<file path="src/rtl/piso_8bit_framer.sv">
// Parallel-in/serial-out async-serial framer: start, 8 data bits LSB-first, optional even parity, stop.
// Define PISO_PARITY_EN to compile in the parity bit (frame grows from 10 to 11 bit periods).
module piso_8bit_framer #(
    parameter int CLKS_PER_BIT = 4
) (
    input  logic       CLK,
    input  logic       Synch_clr,
    input  logic [7:0] D,
    input  logic       Load,
    output logic       Tx,
    output logic       Busy,
    output logic       Done
);
    localparam int DIV_W = (CLKS_PER_BIT > 1) ? $clog2(CLKS_PER_BIT) : 1;
    localparam logic [DIV_W-1:0] DIV_LAST = DIV_W'(CLKS_PER_BIT - 1);

    typedef enum logic [2:0] {
        S_IDLE,
        S_START,
        S_DATA,
`ifdef PISO_PARITY_EN
        S_PARITY,
`endif
        S_STOP
    } state_t;

    state_t           state, state_nxt;
    logic [DIV_W-1:0] div, div_nxt;
    logic [2:0]       bit_idx, bit_nxt;
    logic [7:0]       shift, shift_nxt;
    logic             tx_nxt, busy_nxt, done_nxt;
    logic             bit_end;

`ifdef PISO_PARITY_EN
    // Parity taken at capture time since the shift register is consumed as bits go out.
    logic par;
    always_ff @(posedge CLK) begin
        if (Synch_clr)                    par <= 1'b0;
        else if (state == S_IDLE && Load) par <= ^D;
    end
`endif

    assign bit_end = (div == DIV_LAST);

    always_ff @(posedge CLK) begin
        if (Synch_clr) begin
            state   <= S_IDLE;
            div     <= '0;
            bit_idx <= '0;
            shift   <= '0;
            Tx      <= 1'b1;
            Busy    <= 1'b0;
            Done    <= 1'b0;
        end else begin
            state   <= state_nxt;
            div     <= div_nxt;
            bit_idx <= bit_nxt;
            shift   <= shift_nxt;
            Tx      <= tx_nxt;
            Busy    <= busy_nxt;
            Done    <= done_nxt;
        end
    end

    always_comb begin
        state_nxt = state;
        div_nxt   = bit_end ? '0 : div + DIV_W'(1);
        bit_nxt   = bit_idx;
        shift_nxt = shift;
        case (state)
            S_IDLE: begin
                div_nxt = '0;
                if (Load) begin
                    shift_nxt = D;
                    state_nxt = S_START;
                end
            end
            S_START: if (bit_end) state_nxt = S_DATA;
            S_DATA: if (bit_end) begin
                shift_nxt = {1'b0, shift[7:1]};
                bit_nxt   = bit_idx + 3'd1;
                if (bit_idx == 3'd7) begin
`ifdef PISO_PARITY_EN
                    state_nxt = S_PARITY;
`else
                    state_nxt = S_STOP;
`endif
                end
            end
`ifdef PISO_PARITY_EN
            S_PARITY: if (bit_end) state_nxt = S_STOP;
`endif
            S_STOP: if (bit_end) state_nxt = S_IDLE;
            default: state_nxt = S_IDLE;
        endcase
    end

    // Outputs are registered, so they are decoded from where the FSM is heading.
    always_comb begin
        tx_nxt   = 1'b1;
        busy_nxt = (state_nxt != S_IDLE);
        done_nxt = (state == S_STOP) && (state_nxt == S_IDLE);
        case (state_nxt)
            S_START:  tx_nxt = 1'b0;
            S_DATA:   tx_nxt = shift_nxt[0];
`ifdef PISO_PARITY_EN
            S_PARITY: tx_nxt = par;
`endif
            default:  tx_nxt = 1'b1;
        endcase
    end
endmodule

</file>
<file path="config.mk">
export PLATFORM = sky130hd
export DESIGN_NAME = piso_8bit_framer
export DESIGN_NICKNAME = d
export VERILOG_FILES = /design/src/rtl/piso_8bit_framer.sv
export SDC_FILE = /design/constraint.sdc
export NUM_CORES = 1
export LEC_CHECK = 0
export ABC_AREA = 1
export BUFFER_PORTS_ARGS = -buffer_cell sky130_fd_sc_hd__clkbuf_2
export CORE_MARGIN = 5
export CORE_UTILIZATION = 40
export CTS_CLUSTER_SIZE = 40
export DETAILED_ROUTE_END_ITERATION = 12
export GPL_ROUTABILITY_DRIVEN = 0
export SLEW_MARGIN = 20
export SYNTH_ARGS = -nofsm -noshare
export SYNTH_HDL_FRONTEND = slang
export SYNTH_SLANG_ARGS = --single-unit
export TNS_END_PERCENT = 30
</file>
<file path="constraint.sdc">
create_clock -name CLK -period 1.8 [get_ports CLK]
set_input_delay 0.36 -clock CLK [delete_from_list [all_inputs] [get_ports CLK]]
set_output_delay 0.36 -clock CLK [all_outputs]
set_load 0.005 [all_outputs]
</file>
==> flow_metrics.env <==
export IMPL_status="finished, final reports clean"
export IMPL_clockPowerShare_pct=28.5
export IMPL_grt_pass1_wl_um=3000
export IMPL_start_kind="flip-flop"
export IMPL_clock_sinks=19
export IMPL_design_core_area_sq_um=2250
export IMPL_slowest_delay_ns=0.33
export IMPL_grtUsageTotal_pct=11.3
export IMPL_final_antenna_net_count=0
export IMPL_tritoncts="built"
export IMPL_path_clk_slew_ns=0.11
export IMPL_dpl_hpwl_um=1260
export IMPL_crit_path_end_kind="flip-flop"
export IMPL_fillerInstances=249
export IMPL_totalWireLength_um=1660
export IMPL_io_buffers=13
export IMPL_worst_setup_path_type="reg -> reg"
export IMPL_p_seq_share_pct=61.2
export IMPL_cp_max_fo=12
export IMPL_grt_overflow_total=0
export IMPL_htreeDepth=1
export IMPL_vdd_ir_drop_max_mv=0.498
export IMPL_power_density_nw_per_um2=699
export IMPL_cts_resized=0
export IMPL_clock_fmax_ghz=0.690
export IMPL_nets=158
export IMPL_syn_to_final_growth_pct=9.65
export IMPL_power_switching_uw=185
export IMPL_min_path_type="in -> reg"
export IMPL_grt_start_max_net_pins=13
export IMPL_wl_per_cell_um=9.69
export IMPL_drtIter0Drc=21
export IMPL_die_h_um=59.0
export IMPL_viasPerCell=4.51
export IMPL_drv_cap=0
export IMPL_crit_slowest_cell="dfxtp_1"
export IMPL_tns_ns=0
export IMPL_min_period_ns=1.45
export IMPL_muxShareOfSynthArea_pct=0
export IMPL_num_antenna_cells=0
export IMPL_route_detailed_drc=0
export IMPL_ys_seq_area_share_pct=39.6
export IMPL_synth_cell_types=22
export IMPL_hold_buffers=0
export IMPL_synth_compound_area_share_pct=10.3
export IMPL_clock_latency_ns=0.30
export IMPL_seq_area_sq_um=380
export IMPL_worstPathRequired_ns=2.03
export IMPL_cts_setup_buffers=0
export IMPL_swShare_pct=25.1
export IMPL_clock_skew_ns=0.00843
export IMPL_grt_pass1_vias=745
export IMPL_synth_area_leaders="dfxtp_1, nand2_1, inv_1, nor2_1, a21oi_2"
export IMPL_synth_seq_cells=19
export IMPL_synth_xor_area_share_pct=0
export IMPL_p_leak_nw=0.547
export IMPL_synthSimpleGateAreaFrac_pct=34.7
export IMPL_drv_slew=0
export IMPL_cts_buffer_depth=2
export IMPL_syn_area_per_cell_sq_um=7.44
export IMPL_instances_no_fill=171
export IMPL_firstDrtPassIters=2
export IMPL_synth_largest_area_cell="dfxtp_1"
export IMPL_hold_violations=0
export IMPL_root_buffer="clkbuf_4"
export IMPL_synth_top_family_by_area="simple AND/OR/NAND/NOR gates"
export IMPL_drive_gt1_share_pct=24.5
export IMPL_fin_crit_sh_pct=80.6
export IMPL_dp_cells=167
export IMPL_p_total_uw=736
export IMPL_netlist_area_leader_share_pct=39.6
export IMPL_ios=14
export IMPL_vias=772
export IMPL_postSynthCellCount=129
export IMPL_rows=17
export IMPL_start_util_pct=42.6
export IMPL_yosysWarnings=0
export IMPL_rsz0062_at_grt="false"
export IMPL_numCtsBuffers=3
export IMPL_p_comb_share_pct=10.3
export IMPL_synthAdderAreaFrac_pct=3.91
export IMPL_internal_power_uw=551
export IMPL_antenna_found_initial=0
export IMPL_multiInputGateArea_sq_um=473
export IMPL_setup_viol=0
export IMPL_netlist_area_sq_um=960
export IMPL_die_width_um=59.0
export IMPL_arrival_ns=1.68
export IMPL_dieArea_sq_um=3480
export IMPL_synth_nets=143
export IMPL_crit_chain="ha_1, inv_1, nor2_8, nor2_4, nand2_1, a21oi_2"
cell usage in the layout, fill, tap and decap left out, types with 3 or more instances in the layout:
cell | synthesis | layout
nand4_1 | 4 | 4
nand3_1 | 6 | 6
clkbuf_4 | 0 | 3
dfxtp_1 | 19 | 19
a21oi_2 | 5 | 5
a21oi_1 | 5 | 5
clkbuf_2 | 0 | 13
o21ai_1 | 4 | 4
ha_1 | 3 | 3
inv_1 | 16 | 16
nor2_1 | 12 | 12
inv_2 | 3 | 3
nand2_1 | 35 | 35
nand2_2 | 5 | 5
final timing paths:
kind         depth (start not counted)        to  slack [ns]   start
max reg2reg                          6  shift[2]        0.35  div[0]
min reg2reg                          1    div[0]        0.43  div[0]
max                                  6  shift[2]        0.35  div[0]
min                                  3  shift[7]        0.28    D[7]
layout make-up:
type                       count  area share, %
multi-input combinational     88           44.9
sequential                    19           36.1
inverter                      19           6.78
timing repair buffer          13           6.18
tap                           28           3.33
clock buffer                   3           2.14
clock inverter                 1          0.476
power by group through the flow:
stage	clock (mW)	combinational [mW]	sequential (mW)
after floorplan	0	0.0579	0.455
after global placement	0	0.0757	0.460
after detailed placement	0	0.0771	0.460
after CTS	0.227	0.0770	0.450
after global routing	0.247	0.0895	0.452
final	0.209	0.0757	0.450
worst max-delay path, delay by kind of cell (launching register included):
family	cells	cell delay, ns
AND/OR/NAND/NOR	3	0.41
flip-flops	1	0.33
adder cells (fa/ha/maj)	1	0.26
buffers and inverters	1	0.26
AO/OA/AOI/OAI	1	0.13
sequential cells by signal, indices dropped and copies added, names as in the netlist:
| signal | cells |
|---|---|
| shift | 8 |
| bit_idx | 3 |
| state | 3 |
| div | 2 |
| Busy | 1 |
| Done | 1 |
| Tx | 1 |
cell families after synthesis:
group	after synthesis
adders and majority gates	3
DFF	19
other	1
AOI/OAI and AO/OA	16
and+or+nand+nor	68
buffers and inverters	22
through the flow:
| step | setup slack, ns | instance area, sq um | util (%) | hold WS, ns |
|---|---|---|---|---|
| 3_3_place_gp | 0.424 | 1020 | 45.4 | 0.407 |
| 2_1_floorplan | 0.520 | 960 | - | 0.398 |
| 6_report | 0.350 | 1050 | 46.7 | 0.285 |
| 3_5_place_dp | 0.381 | 1020 | 45.4 | 0.416 |
| 5_1_grt | 0.208 | 1050 | 46.7 | 0.270 |
| 4_1_cts | 0.342 | 1050 | 46.7 | 0.266 |
Yosys cell counts:
cell type,count
nand2_1,35
dfxtp_1,19
inv_1,16
nor2_1,12
nand3_1,6
a21oi_1,5
a21oi_2,5
nand2_2,5
nand4_1,4
o21ai_1,4
ha_1,3
inv_2,3
nor2_4,2
o21ai_0,2
and2_1,1
buf_12,1
buf_6,1
clkbuf_1,1
conb_1,1
nand2_4,1
nand3_2,1
nor2_8,1
layer usage:
metal  wire length (um)  up-vias  GRT usage [%]
li1                   -      427              -
met1                809      330           13.8
met2                738       11           17.4
met3                 71        4           4.14
met4                 38        0           5.83
met5                  0        -              0
(Power assumes the default switching activity.)
